$ cat src/rtl/fetch_unit.sv
// Instruction-fetch stage: owns the PC, issues one word fetch at a time and feeds
// the IF/ID register through an output entry backed by a one-entry skid buffer.
module fetch_unit #(
  parameter logic [31:0] RESET_PC  = 32'h0000_0000,
  parameter logic [31:0] NOP_INSTR = 32'h0000_0013
) (
  input  logic        clk,
  input  logic        rst,
  output logic        imem_req_valid,
  input  logic        imem_req_ready,
  output logic [31:0] imem_req_addr,
  input  logic        imem_rsp_valid,
  input  logic [31:0] imem_rsp_data,
  input  logic        Stall,
  input  logic        redirect_valid,
  input  logic [31:0] redirect_pc,
  output logic [31:0] InstrF,
  output logic [31:0] PCF,
  output logic [31:0] PCPlus4F,
  output logic        fetch_valid
);

  typedef enum logic [1:0] {ST_REQ, ST_WAIT, ST_DRAIN} state_t;

  typedef struct packed {
    logic [31:0] instr;
    logic [31:0] pc;
  } entry_t;

  state_t      state_q, state_d;
  logic [31:0] pc_q, pc_d;
  logic [31:0] tag_q, tag_d;
  logic        out_valid_q, out_valid_d;
  entry_t      out_q, out_d;
  logic        skid_valid_q, skid_valid_d;
  entry_t      skid_q, skid_d;

  logic [31:0] redirect_addr;
  logic        req_fire;
  logic        consume;
  logic        rsp_take;
  entry_t      rsp_entry;

  assign redirect_addr = redirect_pc & ~32'h3;
  assign consume       = out_valid_q && !Stall;
  assign rsp_take      = (state_q == ST_WAIT) && imem_rsp_valid;
  assign rsp_entry     = '{instr: imem_rsp_data, pc: tag_q};

  // A request is only issued when the skid is empty, so every accepted request
  // is guaranteed a landing slot and at most one is ever in flight.
  assign imem_req_valid = !rst && (state_q == ST_REQ) && !skid_valid_q;
  // On a redirect cycle the target itself is put on the bus, so a handshake on
  // that edge is a useful fetch of redirect_pc rather than a stale one.
  assign imem_req_addr  = redirect_valid ? redirect_addr : pc_q;
  assign req_fire       = imem_req_valid && imem_req_ready;

  assign fetch_valid = out_valid_q;
  assign InstrF      = out_valid_q ? out_q.instr : NOP_INSTR;
  assign PCF         = out_q.pc;
  assign PCPlus4F    = out_q.pc + 32'd4;

  // NOTE: every _d signal gets its hold value first so no path leaves it unassigned (no latches).
  always_comb begin
    state_d      = state_q;
    pc_d         = pc_q;
    tag_d        = tag_q;
    out_valid_d  = out_valid_q;
    out_d        = out_q;
    skid_valid_d = skid_valid_q;
    skid_d       = skid_q;

    if (redirect_valid) begin
      out_valid_d  = 1'b0;
      skid_valid_d = 1'b0;
      if (req_fire) begin
        pc_d    = redirect_addr + 32'd4;
        tag_d   = redirect_addr;
        state_d = ST_WAIT;
      end else begin
        pc_d = redirect_addr;
        // A response still owed by memory must be swallowed before refetching.
        if (state_q != ST_REQ && !imem_rsp_valid) state_d = ST_DRAIN;
        else                                      state_d = ST_REQ;
      end
    end else begin
      if (req_fire) begin
        pc_d    = pc_q + 32'd4;
        tag_d   = pc_q;
        state_d = ST_WAIT;
      end
      if (state_q != ST_REQ && imem_rsp_valid) state_d = ST_REQ;

      if (!out_valid_q || consume) begin
        if (skid_valid_q) begin
          out_d        = skid_q;
          out_valid_d  = 1'b1;
          skid_valid_d = rsp_take;
          if (rsp_take) skid_d = rsp_entry;
        end else begin
          out_valid_d = rsp_take;
          if (rsp_take) out_d = rsp_entry;
        end
      end else if (rsp_take) begin
        skid_valid_d = 1'b1;
        skid_d       = rsp_entry;
      end
    end
  end

  // NOTE: state registers use non-blocking assignments so all of them update together at the edge.
  always_ff @(posedge clk or posedge rst) begin
    if (rst) begin
      state_q      <= ST_REQ;
      pc_q         <= RESET_PC;
      tag_q        <= RESET_PC;
      out_valid_q  <= 1'b0;
      out_q        <= '{instr: NOP_INSTR, pc: RESET_PC};
      skid_valid_q <= 1'b0;
      // NOTE: skid payload is reset too; it is tiny and keeps X out of PCF paths.
      skid_q       <= '{instr: NOP_INSTR, pc: RESET_PC};
    end else begin
      state_q      <= state_d;
      pc_q         <= pc_d;
      tag_q        <= tag_d;
      out_valid_q  <= out_valid_d;
      out_q        <= out_d;
      skid_valid_q <= skid_valid_d;
      skid_q       <= skid_d;
    end
  end

endmodule

$ cat config.mk
export PLATFORM = sky130hd
export DESIGN_NAME = fetch_unit
export DESIGN_NICKNAME = d
export VERILOG_FILES = /design/src/rtl/fetch_unit.sv
export SDC_FILE = /design/constraint.sdc
export NUM_CORES = 1
export LEC_CHECK = 0
export BUFFER_PORTS_ARGS = -buffer_cell sky130_fd_sc_hd__buf_2
export CAP_MARGIN = 20
export CORE_ASPECT_RATIO = 0.9
export CORE_UTILIZATION = 60
export CTS_CLUSTER_SIZE = 20
export DETAILED_ROUTE_END_ITERATION = 8
export PLACE_DENSITY = 0.86
export SLEW_MARGIN = 40
export SYNTH_ARGS = -nofsm -noshare
export SYNTH_HDL_FRONTEND = slang
export SYNTH_SLANG_ARGS = --single-unit
$ cat constraint.sdc
create_clock -name clk -period 14.61 [get_ports clk]
set_input_delay 0.7305 -clock clk [delete_from_list [all_inputs] [get_ports clk]]
set_output_delay 0.7305 -clock clk [all_outputs]
set_load 0.1 [all_outputs]
==> results of run 1 <==
==> metal layers <==
layer | track usage | up-vias | part of all wire
met1 | 0.354 | 3650 | 0.45
li1 | - | 3440 | -
met2 | 0.428 | 209 | 0.47
met5 | 0 | - | 0
met3 | 0.0728 | 29 | 0.064
met4 | 0.0712 | 0 | 0.015
==> report_power, final <==
| group | internal (uW) | switching [uW] | total (uW) |
|---|---|---|---|
| registers | 639 | 101 | 739 |
| clock network | 229 | 215 | 444 |
| logic | 169 | 784 | 953 |
==> kinds of logic (layout without fill, tap and decap cells) <==
family	count (synthesis)	in the layout	share of synthesized area
fa+ha+maj	4	4	0.00469
flops	191	191	0.472
xor+xnor	85	85	0.0734
compound gates	75	75	0.0377
simple gates	262	262	0.138
mux	208	208	0.221
buf+inv	97	246	0.0526
other cells	1	3	0.000370
==> cells in the final DEF (no fill, tap or decap), drive strengths merged, types with 18 or more instances in the layout <==
| cell type | Yosys | routed |
|---|---|---|
| buf | 57 | 202 |
| nand2 | 91 | 91 |
| o21ai | 68 | 68 |
| clkbuf | 28 | 18 |
| nor2 | 25 | 25 |
| nand3 | 37 | 37 |
| nand4 | 34 | 34 |
| and2 | 31 | 31 |
| xnor2 | 34 | 34 |
| mux2 | 120 | 120 |
| xor2 | 51 | 51 |
| dfrtp | 185 | 185 |
| mux2i | 87 | 87 |
==> stage by stage <==
stage               area [um^2]  total power, uW  utilization  instances  hold WS, ns
floorplan                 10100             1600            -        924        0.442
global placement          11000             1680        0.671       1247        0.453
detailed placement        11000             1700        0.674       1248        0.463
CTS                       11600             2150        0.708       1280        0.464
global route              11600             2220        0.709       1280        0.385
finish                    11600             2140        0.709       1281        0.364
==> sequential cells by signal (all words and copies together) (netlist names) <==
register / count
PCF: 31
fetch_valid: 1
out_q: 32
skid_valid_q: 1
pc_q: 30
tag_q: 31
state_q: 2
skid_q: 63
==> worst max-delay path, stage by stage, from the launching register on <==
cell and delay (ns):
dfrtp_1 0.46, nand4_1 0.30, nor3_1 0.63, nand2_1 0.20, nor2_1 0.19, xor2_1 0.15
buf_2 0.44
==> worst max path at each step <==
stage | slack (ns) | start | endpoint | cells after the start
2_1_floorplan | 8.69 | rst | PCF[10] | 1
3_3_place_gp | 11.47 | rst | pc_q[12] | 7
3_5_place_dp | 11.53 | PCF[16] | PCPlus4F[31] | 6
4_1_cts | 11.07 | PCF[16] | PCPlus4F[31] | 6
5_1_grt | 10.85 | PCF[16] | PCPlus4F[31] | 6
6_report | 11.08 | PCF[16] | PCPlus4F[31] | 6
==> area by class of cell <==
cell class	count	area, um^2
multi-input combinational	636	4860
sequential	191	4790
fill	1181	4760
timing repair buffer	202	1050
clock buffer	18	439
tap	207	259
clock inverter	14	126
inverter	12	57.6
antenna	1	2.50
==> impl_metrics.tcl, run 1 <==
set metrics [dict create \
    reg2reg_slack_ns 11.77 \
    grt_max_degree 113 \
    wirelength_mm 21.9 \
    r2r_cells 5 \
    drc 30 \
    netlist_area_um2 10100 \
    synth_seq_cells 191 \
    maxCapViolations 0 \
    drive_gt1_frac 0.356 \
    power.leakage_uw 0.00532 \
    ctsResizeCount 0 \
    cts_buffer_depth 2 \
    yosys.cell_types.count 40 \
    first_pass_iters 8 \
    final_net_count 1133 \
    synth_edf_count 0 \
    portBuffers 195 \
    synth_area_leaders "dfrtp_1, mux2_2, mux2i_1, xor2_1, nand2_1" \
    start_util 0.620 \
    rsz0062_at_grt "no" \
    fin_crit_sh 0.242 \
    cts_sinks 191 \
    cts-root-buf "clkbuf_16" \
    cts_setup_buffers 0 \
    min_period_ns 3.53 \
    fmaxAchievable_mhz 283 \
    io_pins 200 \
    required_ns 13.88 \
    ys.flop_type "dfrtp_1" \
    cp.arrival_ns 2.80 \
    violations "design-rule violations" \
    wl_per_cell_um 17.1 \
    yosysWarnings 0 \
    holdBufCountCts 0 \
    start_kind "flip-flop" \
    gp_congestion 0.800 \
    track_usage 0.265 \
    vias_per_cell 5.72 \
    r2r-start "skid_valid_q" \
    status "finished, violations left" \
    ant_nets 0 \
    grt_pass1_wl_mm 36.4 \
    crit_fanout 7 \
    reg2reg_to "PCF[28]" \
    hold_path_class "in2async" \
    path_clk_slew_ns 0.07 \
    antenna_found_initial 0 \
    vias 7328 \
    syn_inst 923 \
    cts_made_buffers 17 \
    p_per_area_nw_per_um2 184 \
    async_flop_share 1.00 \
    worstMarginPinSlew_ns 0.747 \
    synth.top_cells.by_count "dfrtp_1, mux2_2, nand2_1" \
    synth_top_area_share 0.456 \
    area_growth_pct 14.3 \
    pre_cts_ws_ns 11.53 \
    clk_latency_ns 0.43 \
    dieHeight_um 125 \
    dp_hpwl_mm 14.8 \
    rows 44 \
    synth_most_common_cell "dfrtp_1" \
    fp.dieW_um 139 \
    grt_pass1_vias 7135 \
    max-slew-margin-rel 0.498 \
    design.core.area_um2 16400 \
    drtIter0Drc 435 \
    grt-ovfl-total 0 \
    end_kind "output port" \
    die_area_um2 17400 \
    setup_violations 0 \
    timing.final.ws_setup_ns 11.08 \
    setup_tns_ns 0 \
    ir_drop_mv 0.192 \
    skew_ns 0.0111 \
    cts_htree_levels 4 \
    path_class "reg2out" \
    drv_slew 0 \
    synth-seq-area-share 0.472 \
    finalHoldViolCount 0 \
    cts_tree "done" \
    postSynthAreaPerCell_um2 11.0 \
    synth_largest_area_cell "dfrtp_1" \
]
Note: power is estimated with default switching activity, not from simulation.
==> run 2: changes to the inputs <==
--- a/config.mk
+++ b/config.mk
@@ -8,10 +8,10 @@
 export BUFFER_PORTS_ARGS = -buffer_cell sky130_fd_sc_hd__buf_2
 export CAP_MARGIN = 20
 export CORE_ASPECT_RATIO = 0.9
-export CORE_UTILIZATION = 60
+export CORE_UTILIZATION = 50
 export CTS_CLUSTER_SIZE = 20
 export DETAILED_ROUTE_END_ITERATION = 8
-export PLACE_DENSITY = 0.86
+export PLACE_DENSITY = 0.76
 export SLEW_MARGIN = 40
 export SYNTH_ARGS = -nofsm -noshare
 export SYNTH_HDL_FRONTEND = slang
==> constraint.sdc (replaced) <==
create_clock -name clk -period 3.2 [get_ports clk]
set_input_delay 0.16 -clock clk [delete_from_list [all_inputs] [get_ports clk]]
set_output_delay 0.16 -clock clk [all_outputs]
set_load 0.1 [all_outputs]
==> impl_metrics.tcl, run 2 (same netlist as run 1, synthesis figures left out) <==
set metrics [dict create \
    status "finished, violations left" \
    violations "design-rule violations" \
    max-slew-margin-rel 0.478 \
    area_growth_pct 22.0 \
    ir_drop_mv 0.937 \
    grt_max_degree 113 \
    ctsResizeCount 0 \
    finalHoldViolCount 0 \
    fmaxAchievable_mhz 379 \
    wl_per_cell_um 16.8 \
    gp_congestion 0.821 \
    cts_htree_levels 4 \
    p_per_area_nw_per_um2 840 \
    slowest_delay_ns 0.45 \
    design_area_um2 12400 \
    power.leakage_uw 0.00564 \
    place_area_um2 11400 \
    finalNonFillerCells 1371 \
    final_cell_mix "dfrtp_1, buf_2, mux2_2" \
    cts-root-buf "clkbuf_16" \
    clk_latency_ns 0.43 \
    required_ns 3.04 \
    final_common_cell "dfrtp_1" \
    path_delay_family "simple AND/OR/NAND/NOR gates" \
    drtIter0Drc 387 \
    skew_ns 0.0114 \
    portBuffers 195 \
    rows 49 \
    vias 7293 \
    drive_gt1_frac 0.351 \
    path_class "reg2out" \
    largest_register_ff_count 63 \
    cts_buffer_depth 2 \
    wirelength_mm 23.0 \
    rsz0062_at_grt "no" \
    fp.dieW_um 152 \
    crit_chain "ha_1 -> nand3_1 -> nor4_1 -> buf_4 -> nand2_1 -> nor2_1 -> xor2_1 -> buf_12" \
    design.core.area_um2 19900 \
    fin_crit_sh 0.824 \
    end_kind "output port" \
    grt-ovfl-total 0 \
    dieHeight_um 137 \
    final_net_count 1174 \
    antenna_found_initial 4 \
    place_inst 1304 \
    ant_nets 0 \
    dp_hpwl_mm 15.5 \
    cts_made_buffers 17 \
    crit_slowest_cell "dfrtp_1" \
    crit_fanout 6 \
    setup_tns_ns 0 \
    cp.arrival_ns 2.48 \
    grt_pass1_vias 7155 \
    track_usage 0.228 \
    io_pins 200 \
    crit_buf_inv 2 \
    worstMarginPinSlew_ns 0.777 \
    first_pass_iters 7 \
    setup_violations 0 \
    reg2reg_slack_ns 0.75 \
    min_period_ns 2.64 \
    grt_pass1_wl_mm 37.5 \
    drv_slew 0 \
    cts_tree "done" \
    start_kind "flip-flop" \
    top_regs "skid_q x63, out_q x32" \
    path_clk_slew_ns 0.07 \
    maxCapViolations 0 \
    finish.utilization 0.621 \
    drc 60 \
    die_area_um2 20900 \
    start_util 0.509 \
    largest_register "skid_q" \
    vias_per_cell 5.32 \
    cts_sinks 191 \
    hold_path_class "in2reg" \
]
## run 2: changes by cell type in the layout (fill, tap and decap cells not counted), sizes merged
cell         previous run  this run
dlygate4sd3             0        33
buf                   202       210
bufinv                  0         4
clkinv                  6         2
clkbuf                 18        20
clkinvlp                4         2
diode                   1         3
inv                    16        15
## run 2: layout make-up
cell class | count | area [um^2]
fill | 1597 | 7550
multi-input combinational | 636 | 4880
sequential | 191 | 4790
timing repair buffer | 243 | 1690
clock buffer | 20 | 467
tap | 255 | 319
clock inverter | 11 | 175
inverter | 12 | 48.8
antenna | 3 | 7.51
## run 2: final timing paths
kind / endpoint / cells past startpoint / start
hold / removal: skid_q[40] / 2 / imem_rsp_data[8]
setup reg to reg: pc_q[26] / 5 / state_q[0]
max in group asynchronous: PCF[30] / 4 / rst
hold reg to reg: out_q[63] / 2 / out_q[63]
min in group asynchronous: state_q[1] / 4 / rst
setup / recovery: PCPlus4F[30] / 8 / PCF[2]
## run 2: repair_timing
item | CTS | global route
hold endpoints to repair | 166 | 0
hold buffers | 33 | 0
buffers inserted | 0 | 0
## run 2: through the flow
step,total power [uW],hold WS (ns),worst slack (ns)
detailed placement,8070,0.366,0.797
floorplan,7340,0.226,-0.0466
global placement,7980,0.351,0.844
finish,10400,0.0382,0.563
global route,10800,0.0248,0.353
CTS,10400,0.0111,0.536
## run 2: where the power goes
group | leakage (uW) | internal, uW | switching (uW)
clock network | 0.000315 | 1380 | 946
logic | 0.00291 | 1040 | 3630
registers | 0.00241 | 2920 | 470
## run 2: routing by layer
metal	wire, um	GRT usage	up-vias
met3	1040	0.0491	18
met1	10600	0.305	3574
met2	11200	0.376	164
met5	8	0	-
li1	-	-	3535
met4	196	0.0584	2
## run 2: worst reg2reg max path, stage by stage (launching register included)
cell and delay (ns):
dfrtp_1 0.41, or4_4 0.64, nor4_4 0.68, nand3_1 0.24, xor2_1 0.24, mux2i_1 0.10
